`src/rtl/rst_sequencer_pkg.sv`:
```
// Shared constants for the staged reset sequencer: bus widths, register offsets,
// access-size codes and FSM state encodings (also reported in STAT[14:12]).
package rst_sequencer_pkg;
  localparam int BUS_WIDTH     = 32;
  localparam int BUS_ACC_WIDTH = 2;
  localparam int RST_SEQ_SIZE  = 16;

  // acc code 0 is a byte access; no register accepts it
  localparam logic [BUS_ACC_WIDTH-1:0] ACC_2B = 2'd1;
  localparam logic [BUS_ACC_WIDTH-1:0] ACC_4B = 2'd2;

  localparam logic [3:0] ADDR_HOLD  = 4'h0;
  localparam logic [3:0] ADDR_SWRST = 4'h2;
  localparam logic [3:0] ADDR_DLY   = 4'h4;
  localparam logic [3:0] ADDR_STAT  = 4'h8;

  typedef enum logic [2:0] {
    S_RESET = 3'd0,
    S_WAIT  = 3'd1,
    S_DONE  = 3'd2,
    S_SWRST = 3'd3
  } state_e;
endpackage

```
`src/rtl/rst_sequencer_if.sv`:
```
// Register-bus handshake between a bus master and the reset sequencer slave.
interface rst_sequencer_if import rst_sequencer_pkg::*; ();
  logic [3:0]               addr;
  logic                     w_rb;
  logic [BUS_ACC_WIDTH-1:0] acc;
  logic [BUS_WIDTH-1:0]     wdata;
  logic [BUS_WIDTH-1:0]     rdata;
  logic                     req;
  logic                     resp;
  logic                     fault;

  modport master (output addr, w_rb, acc, wdata, req, input rdata, resp, fault);
  modport slave  (input addr, w_rb, acc, wdata, req, output rdata, resp, fault);
endinterface

```
`src/rtl/rst_sequencer_rst_sync.sv`:
```
// Reset synchronizer: asserts asynchronously, deasserts after STAGES clock edges.
module rst_sync #(
  parameter int STAGES = 2
) (
  input  logic clk,
  input  logic rst_ib,
  output logic rst_ob
);
  logic [STAGES-1:0] sync_q;

  always_ff @(posedge clk or negedge rst_ib) begin
    if (!rst_ib) sync_q <= '0;
    else         sync_q <= {sync_q[STAGES-2:0], 1'b1};
  end

  assign rst_ob = sync_q[STAGES-1];
endmodule

```
`src/rtl/rst_sequencer.sv`:
```
// Staged reset-release sequencer with HOLD/SWRST/DLY/STAT registers.
// Define RST_SEQ_ACK_EN to add dom_rdy handshaking between stages and after SWRST.
module rst_sequencer import rst_sequencer_pkg::*; #(
  parameter int N_DOM       = 4,
  parameter int DLY_RST     = 16,
  parameter int SYNC_STAGES = 2
) (
  input  logic             clk,
  input  logic             rst_ib,
`ifdef RST_SEQ_ACK_EN
  input  logic [N_DOM-1:0] dom_rdy,
`endif
  output logic [N_DOM-1:0] rst_dom_ob,
  output logic             seq_done,
  rst_sequencer_if.slave   bus
);
  localparam logic [N_DOM-1:0] DOM0     = N_DOM'(1);
  localparam logic [4:0]       LAST_STG = 5'(N_DOM - 1);

  logic                    rst_s;
  state_e                  state_q;
  logic [RST_SEQ_SIZE-1:0] cnt_q, dly_q;
  logic [4:0]              stg_q;
  logic [N_DOM-1:0]        rst_dom_q, hold_q, swm_q, wait_q;
  logic [N_DOM-1:0]        stg_oh, rdy_w, swrst_m;
  logic                    seq_done_q, resp_q, bad, acc_ok, swrst_wr;
  logic [BUS_WIDTH-1:0]    rdata_q, rd_d;
  logic [15:0]             stat_w;
  logic                    unused_wdata;

`ifdef RST_SEQ_ACK_EN
  localparam bit ACK_EN = 1'b1;
  assign rdy_w = dom_rdy;
`else
  localparam bit ACK_EN = 1'b0;
  assign rdy_w = '1;
`endif

  rst_sync #(.STAGES(SYNC_STAGES)) u_sync (.clk(clk), .rst_ib(rst_ib), .rst_ob(rst_s));

  always_comb begin
    bad = 1'b0;
    case (bus.addr)
      ADDR_HOLD:  bad = (bus.acc != ACC_2B);
      ADDR_SWRST: bad = (bus.acc != ACC_2B) || !bus.w_rb;
      ADDR_DLY:   bad = (bus.acc != ACC_4B);
      ADDR_STAT:  bad = (bus.acc != ACC_2B) || bus.w_rb;
      default:    bad = 1'b1;
    endcase
  end

  assign bus.fault = bus.req & bad;
  assign acc_ok    = bus.req & ~bad;
  assign swrst_wr  = acc_ok & bus.w_rb & (bus.addr == ADDR_SWRST);
  assign swrst_m   = bus.wdata[N_DOM-1:0] & ~DOM0;
  assign stg_oh    = DOM0 << stg_q;
  assign stat_w    = {seq_done_q, state_q, |wait_q, 7'b0, stg_q[3:0]};

  always_comb begin
    rd_d = '0;
    case (bus.addr)
      ADDR_HOLD: rd_d[N_DOM-1:0]        = hold_q;
      ADDR_DLY:  rd_d[RST_SEQ_SIZE-1:0] = dly_q;
      ADDR_STAT: rd_d[15:0]             = stat_w;
      default:   rd_d = '0;
    endcase
  end

  always_ff @(posedge clk or negedge rst_s) begin
    if (!rst_s) begin
      hold_q  <= '0;
      dly_q   <= RST_SEQ_SIZE'(DLY_RST);
      resp_q  <= 1'b0;
      rdata_q <= '0;
    end else begin
      resp_q <= acc_ok;
      if (acc_ok && bus.w_rb && bus.addr == ADDR_HOLD) hold_q <= bus.wdata[N_DOM-1:0] & ~DOM0;
      if (acc_ok && bus.w_rb && bus.addr == ADDR_DLY)  dly_q  <= bus.wdata[RST_SEQ_SIZE-1:0];
      if (acc_ok && !bus.w_rb)                         rdata_q <= rd_d;
    end
  end

  // wait_q holds the domains whose ready is still outstanding; always zero without ACK_EN
  always_ff @(posedge clk or negedge rst_s) begin
    if (!rst_s) begin
      state_q    <= S_RESET;
      cnt_q      <= '0;
      stg_q      <= '0;
      rst_dom_q  <= '0;
      seq_done_q <= 1'b0;
      swm_q      <= '0;
      wait_q     <= '0;
    end else begin
      case (state_q)
        S_RESET: begin
          state_q <= S_WAIT;
          cnt_q   <= dly_q;
          stg_q   <= '0;
        end
        S_WAIT: begin
          if (wait_q != '0) begin
            if ((wait_q & ~rdy_w) == '0) wait_q <= '0;
          end else if (cnt_q != '0) begin
            cnt_q <= cnt_q - 1'b1;
          end else begin
            rst_dom_q <= rst_dom_q | (stg_oh & ~hold_q);
            stg_q     <= stg_q + 1'b1;
            cnt_q     <= dly_q;
            if (stg_q == LAST_STG) begin
              state_q    <= S_DONE;
              seq_done_q <= 1'b1;
            end else if (ACK_EN) begin
              wait_q <= stg_oh & ~hold_q;
            end
          end
        end
        S_DONE: begin
          rst_dom_q <= ~hold_q;
          if (swrst_wr && swrst_m != '0) begin
            state_q    <= S_SWRST;
            swm_q      <= swrst_m;
            cnt_q      <= dly_q;
            seq_done_q <= 1'b0;
            rst_dom_q  <= ~hold_q & ~swrst_m;
          end
        end
        S_SWRST: begin
          rst_dom_q <= ~hold_q & ~swm_q;
          if (wait_q != '0) begin
            rst_dom_q <= ~hold_q;
            if ((wait_q & ~rdy_w) == '0) begin
              wait_q     <= '0;
              state_q    <= S_DONE;
              seq_done_q <= 1'b1;
            end
          end else if (cnt_q != '0) begin
            cnt_q <= cnt_q - 1'b1;
          end else begin
            rst_dom_q <= ~hold_q;
            if (ACK_EN && ((swm_q & ~hold_q) != '0)) begin
              wait_q <= swm_q & ~hold_q;
            end else begin
              state_q    <= S_DONE;
              seq_done_q <= 1'b1;
            end
          end
        end
        default: state_q <= S_RESET;
      endcase
    end
  end

  assign rst_dom_ob   = rst_dom_q;
  assign seq_done     = seq_done_q;
  assign bus.resp     = resp_q;
  assign bus.rdata    = rdata_q;
  assign unused_wdata = ^bus.wdata[BUS_WIDTH-1:RST_SEQ_SIZE];
endmodule

```
`src/flat_wrapper.sv`:
```
// flat-port wrapper written by rule: the top's interface ports become plain ports
module rst_sequencer_flat import rst_sequencer_pkg::*;
#(
  parameter int N_DOM       = 4,
  parameter int DLY_RST     = 16,
  parameter int SYNC_STAGES = 2
)
  (clk, rst_ib, rst_dom_ob, seq_done, bus_addr, bus_w_rb, bus_acc, bus_wdata, bus_req, bus_rdata, bus_resp, bus_fault);
  rst_sequencer_if bus_i ();
  input  logic clk;
  input  logic rst_ib;
  output logic [N_DOM-1:0] rst_dom_ob;
  output logic seq_done;
  input wire logic [$bits(bus_i.addr)-1:0] bus_addr;
  input wire logic [$bits(bus_i.w_rb)-1:0] bus_w_rb;
  input wire logic [$bits(bus_i.acc)-1:0] bus_acc;
  input wire logic [$bits(bus_i.wdata)-1:0] bus_wdata;
  input wire logic [$bits(bus_i.req)-1:0] bus_req;
  output wire logic [$bits(bus_i.rdata)-1:0] bus_rdata;
  output wire logic [$bits(bus_i.resp)-1:0] bus_resp;
  output wire logic [$bits(bus_i.fault)-1:0] bus_fault;
  assign bus_i.addr = bus_addr;
  assign bus_i.w_rb = bus_w_rb;
  assign bus_i.acc = bus_acc;
  assign bus_i.wdata = bus_wdata;
  assign bus_i.req = bus_req;
  assign bus_rdata = bus_i.rdata;
  assign bus_resp = bus_i.resp;
  assign bus_fault = bus_i.fault;
  rst_sequencer #(.N_DOM(N_DOM), .DLY_RST(DLY_RST), .SYNC_STAGES(SYNC_STAGES)) u_core (.clk(clk), .rst_ib(rst_ib), .rst_dom_ob(rst_dom_ob), .seq_done(seq_done), .bus(bus_i));
endmodule
```
`config.mk`:
```
export PLATFORM = sky130hd
export DESIGN_NAME = rst_sequencer_flat
export DESIGN_NICKNAME = d
export VERILOG_FILES = /design/src/rtl/rst_sequencer_pkg.sv /design/src/rtl/rst_sequencer_if.sv /design/src/rtl/rst_sequencer_rst_sync.sv /design/src/rtl/rst_sequencer.sv /design/src/flat_wrapper.sv
export SDC_FILE = /design/constraint.sdc
export NUM_CORES = 1
export LEC_CHECK = 0
export ABC_CLOCK_PERIOD_IN_PS = 1900
export BUFFER_PORTS_ARGS = -buffer_cell sky130_fd_sc_hd__buf_2
export CAP_MARGIN = 20
export CELL_PAD_IN_SITES_DETAIL_PLACEMENT = 0
export CELL_PAD_IN_SITES_GLOBAL_PLACEMENT = 1
export CORE_ASPECT_RATIO = 2
export CORE_MARGIN = 5
export CORE_UTILIZATION = 38
export DETAILED_ROUTE_END_ITERATION = 10
export GPL_TIMING_DRIVEN = 1
export PLACE_DENSITY = 0.73
export SLEW_MARGIN = 30
export SYNTH_ARGS = -nofsm -noshare
export SYNTH_HDL_FRONTEND = slang
export SYNTH_SLANG_ARGS = --single-unit
```
`constraint.sdc`:
```
create_clock -name clk -period 1.9 [get_ports clk]
set_input_delay 0.095 -clock clk [delete_from_list [all_inputs] [get_ports clk]]
set_output_delay 0.095 -clock clk [all_outputs]
set_load 0.02 [all_outputs]
```
==> metrics <==
status finished with violations; failing checks setup timing; first-pass GRT wire length 18,150 um; Req. time, crit path around 2.1 ns; I/O Buffers 48; P&R area growth vs syn 37.60%; clk slew on worst S/H paths 0.06 ns; worst vdd ir 583.8 uV; Top Layer Used met4; worst-path fanout max 4; routed len/inst 17.70 um; Std-Cell Rows 52; Post-DRT Antenna Nets 0; FF+latch area 0.001729 mm^2; vias in the first global route 3,593; area occupied by multi-input gates 0.002151 mm^2; initial antenna violation count 0; total number of vias 3,484; Max Cap Viol 0; worst r2r path cells 7; Slew Limit Fails 0; gate count of the mapped netlist 397; #FFs+latches synth between 60 and 70; mux contribution to synthesized area under 10%; Fmax achieved 471.8 MHz; initial DRC count 106; # DRC 0; cts bufs inserted 9; antenna cells 0; Clock Sinks 69; total core area 0.01008 mm^2; Non-Filler Instances 656; final WL around 12,000 um; fin nets 566; placed cells between 600 and 700; DRT met1 WL approximately 3800 um; Tmin final 2.120 ns; worst setup margin -0.2197 ns; Fillers 930; Setup Skew around 0.0063 ns; pwr dens 626.7 mW/mm^2; most frequent cells in the layout dfrtp_1, buf_4, buf_2; total track usage between 10% and 20%; Post-Synth Adder-Cell Area 2.567%; Post-Synth Simple-Gate Area 18.74%; hold slack 0.01138 ns; sequential-to-total area share from yosys stat 44.31%; Post-Synth XOR/XNOR Area 0.6737%; WL met2 6803 um; post-DR vias/cell 5.311; Startpoint Class flip-flop; most common cell after layout, fill and taps aside dfrtp_1; Slew headroom between 60% and 70%; Setup WS pre-CTS -0.2548 ns; r2r endpoint u_core.seq_done$_DFFE_PN0P_; layout cells sized above 1 roughly two fifths; die height 153.3 um; worst path arrival time 2.35 ns; Detailed Place HPWL 8860 um; complex-gate fraction of the synthesized area 18.51%; EDFF count, synth 0; full die area ~0.013 mm^2; met3 WL 412 um; Post-Syn Area 0.003900 mm^2; largest family of logic cells by synthesized area simple AND/OR/NAND/NOR gates; Least-Margin Pin Slew between 0.5 and 0.6 ns; Final period util 111.6%; TritonCTS clock tree built; H-tree depth 3; Root Driver clkbuf_16; RSZ-0062 raised after global routing yes; Die X about 80 um; leak pwr 2.537 nW; r2r setup slk -0.22 ns; total gr overflow 0; Synth Flop Type dfrtp_1; Syn Area/Cell 9.824 um^2; drt pass-1 iters 5; Final setup viols 28; final RePlAce weighted congestion 0.7991; reg2reg start u_core.cnt_q[1]$_DFFE_PN0P_; worst hold stages 2; top-level port count 81; HP Start bus_wdata[10]; Ys Warns 0; WS Path Type reg2reg; initial core utilization approximately two fifths; post-synth cell types 65; Longest Clk Path Bufs 2; largest net degree at the start of global routing 46; clock latency on the worst-skew pair around 0.33 ns; WHS Endpoint u_core.dly_q[10]$_DFFE_PN0P_; worst hold path class in2reg; crit end category flip-flop; post-synthesis async set-or-reset flop share 100.0%; final hold vios 0
worst max-delay path by stage:
stage	from	to	slack, ns	depth (start not counted)
2_1_floorplan	u_core.cnt_q[13]$_DFFE_PN0P_	u_core.stg_q[4]$_DFFE_PN0P_	-0.17	6
3_3_place_gp	u_core.cnt_q[13]$_DFFE_PN0P_	u_core.stg_q[4]$_DFFE_PN0P_	-0.20	6
3_5_place_dp	u_core.cnt_q[13]$_DFFE_PN0P_	u_core.stg_q[4]$_DFFE_PN0P_	-0.25	6
4_1_cts	u_core.cnt_q[0]$_DFFE_PN0P_	u_core.seq_done$_DFFE_PN0P_	-0.19	7
5_1_grt	u_core.cnt_q[1]$_DFFE_PN0P_	u_core.seq_done$_DFFE_PN0P_	-0.30	7
6_report	u_core.cnt_q[1]$_DFFE_PN0P_	u_core.seq_done$_DFFE_PN0P_	-0.22	7
metrics by stage:
step / power (mW) / TNS (ns) / cell area [um^2] / util [%]
final: 3.363 / -3.055 / 5366 / 53.21
after global routing: 3.485 / -6.001 / 5366 / 53.21
after CTS: 3.397 / -3.131 / 5165 / 51.22
after detailed placement: 1.824 / -4.498 / 4728 / 46.89
after global placement: 1.819 / -3.545 / 4728 / 46.89
after floorplan: 1.732 / -1.732 / 4001 / -
power by group:
part | switching [mW] | internal [mW]
Clock | 0.665 | 0.884
Sequential | 0.0539 | 1.51
Combinational | 0.145 | 0.100
Total | 0.864 | 2.50
area by class of cell:
cell class	instances	area share (%)
multi-input combinational	286	40.08
sequential	69	32.22
clock inverter	7	0.9326
inverter	19	1.329
timing repair buffer	131	18.09
tap	135	3.148
clock buffer	9	4.197
kinds of logic (layout without fill, tap and decap cells):
logic type	Yosys count	after routing
compound gates	97	97
fa+ha+maj	8	8
simple gates	135	135
buf+inv	57	166
flops	69	69
xor+xnor	3	3
other cells	2	17
mux	26	26
cells in the mapped netlist (6+ instances only):
library cell  number  area share, %
dfrtp_1           68             44
buf_4             16            3.1
inv_1             19            1.8
nor3_1            12            1.5
ha_1               8            2.6
o21ai_0           17            2.2
a32oi_1            9            2.0
mux2_2            21            6.1
nor2_1            23            2.2
nand3_1           17            2.2
a21oi_1           10            1.3
nand2_1           38            3.7
a21o_1             6            1.2
o2bb2ai_1          9            2.0
buf_2              7           0.90
clkbuf_1          12            1.2
sequential cells by signal, summed over array words and instances, names as in the netlist:
name                  cells
u_core.bus.rdata         16
u_core.cnt_q             16
u_core.dly_q             16
u_core.stg_q              5
u_core.rst_dom_ob         4
u_core.hold_q             3
u_core.swm_q              3
u_core.state_q            2
u_core.u_sync.sync_q      2
u_core.bus.resp           1
u_core.seq_done           1
worst max-delay path: stages (launching register included):
cell      delay (ns)
dfrtp_1         0.39
inv_2           0.06
ha_1            0.13
or4b_4          0.49
nor2_4          0.15
nand4_2         0.17
a2111o_1        0.44
a21o_1          0.18
metal layers:
layer,GRT usage (%),vias to the layer above
met2,34.75,84
met4,12.28,0
met5,0,-
met1,19.20,1702
met3,3.592,28
li1,-,1670
what timing repair did:
item / 4_1_cts / 5_1_grt
resized for setup: 15 / 31
cloned: 0 / 1
buffers inserted: 2 / 4
hold buffers: 10 / 0
endpoints found under the hold margin: 11 / 0
endpoints found under the setup margin: 28 / 28
pin swaps: 12 / 5
No activity file was read; power rests on OpenSTA's default activity.
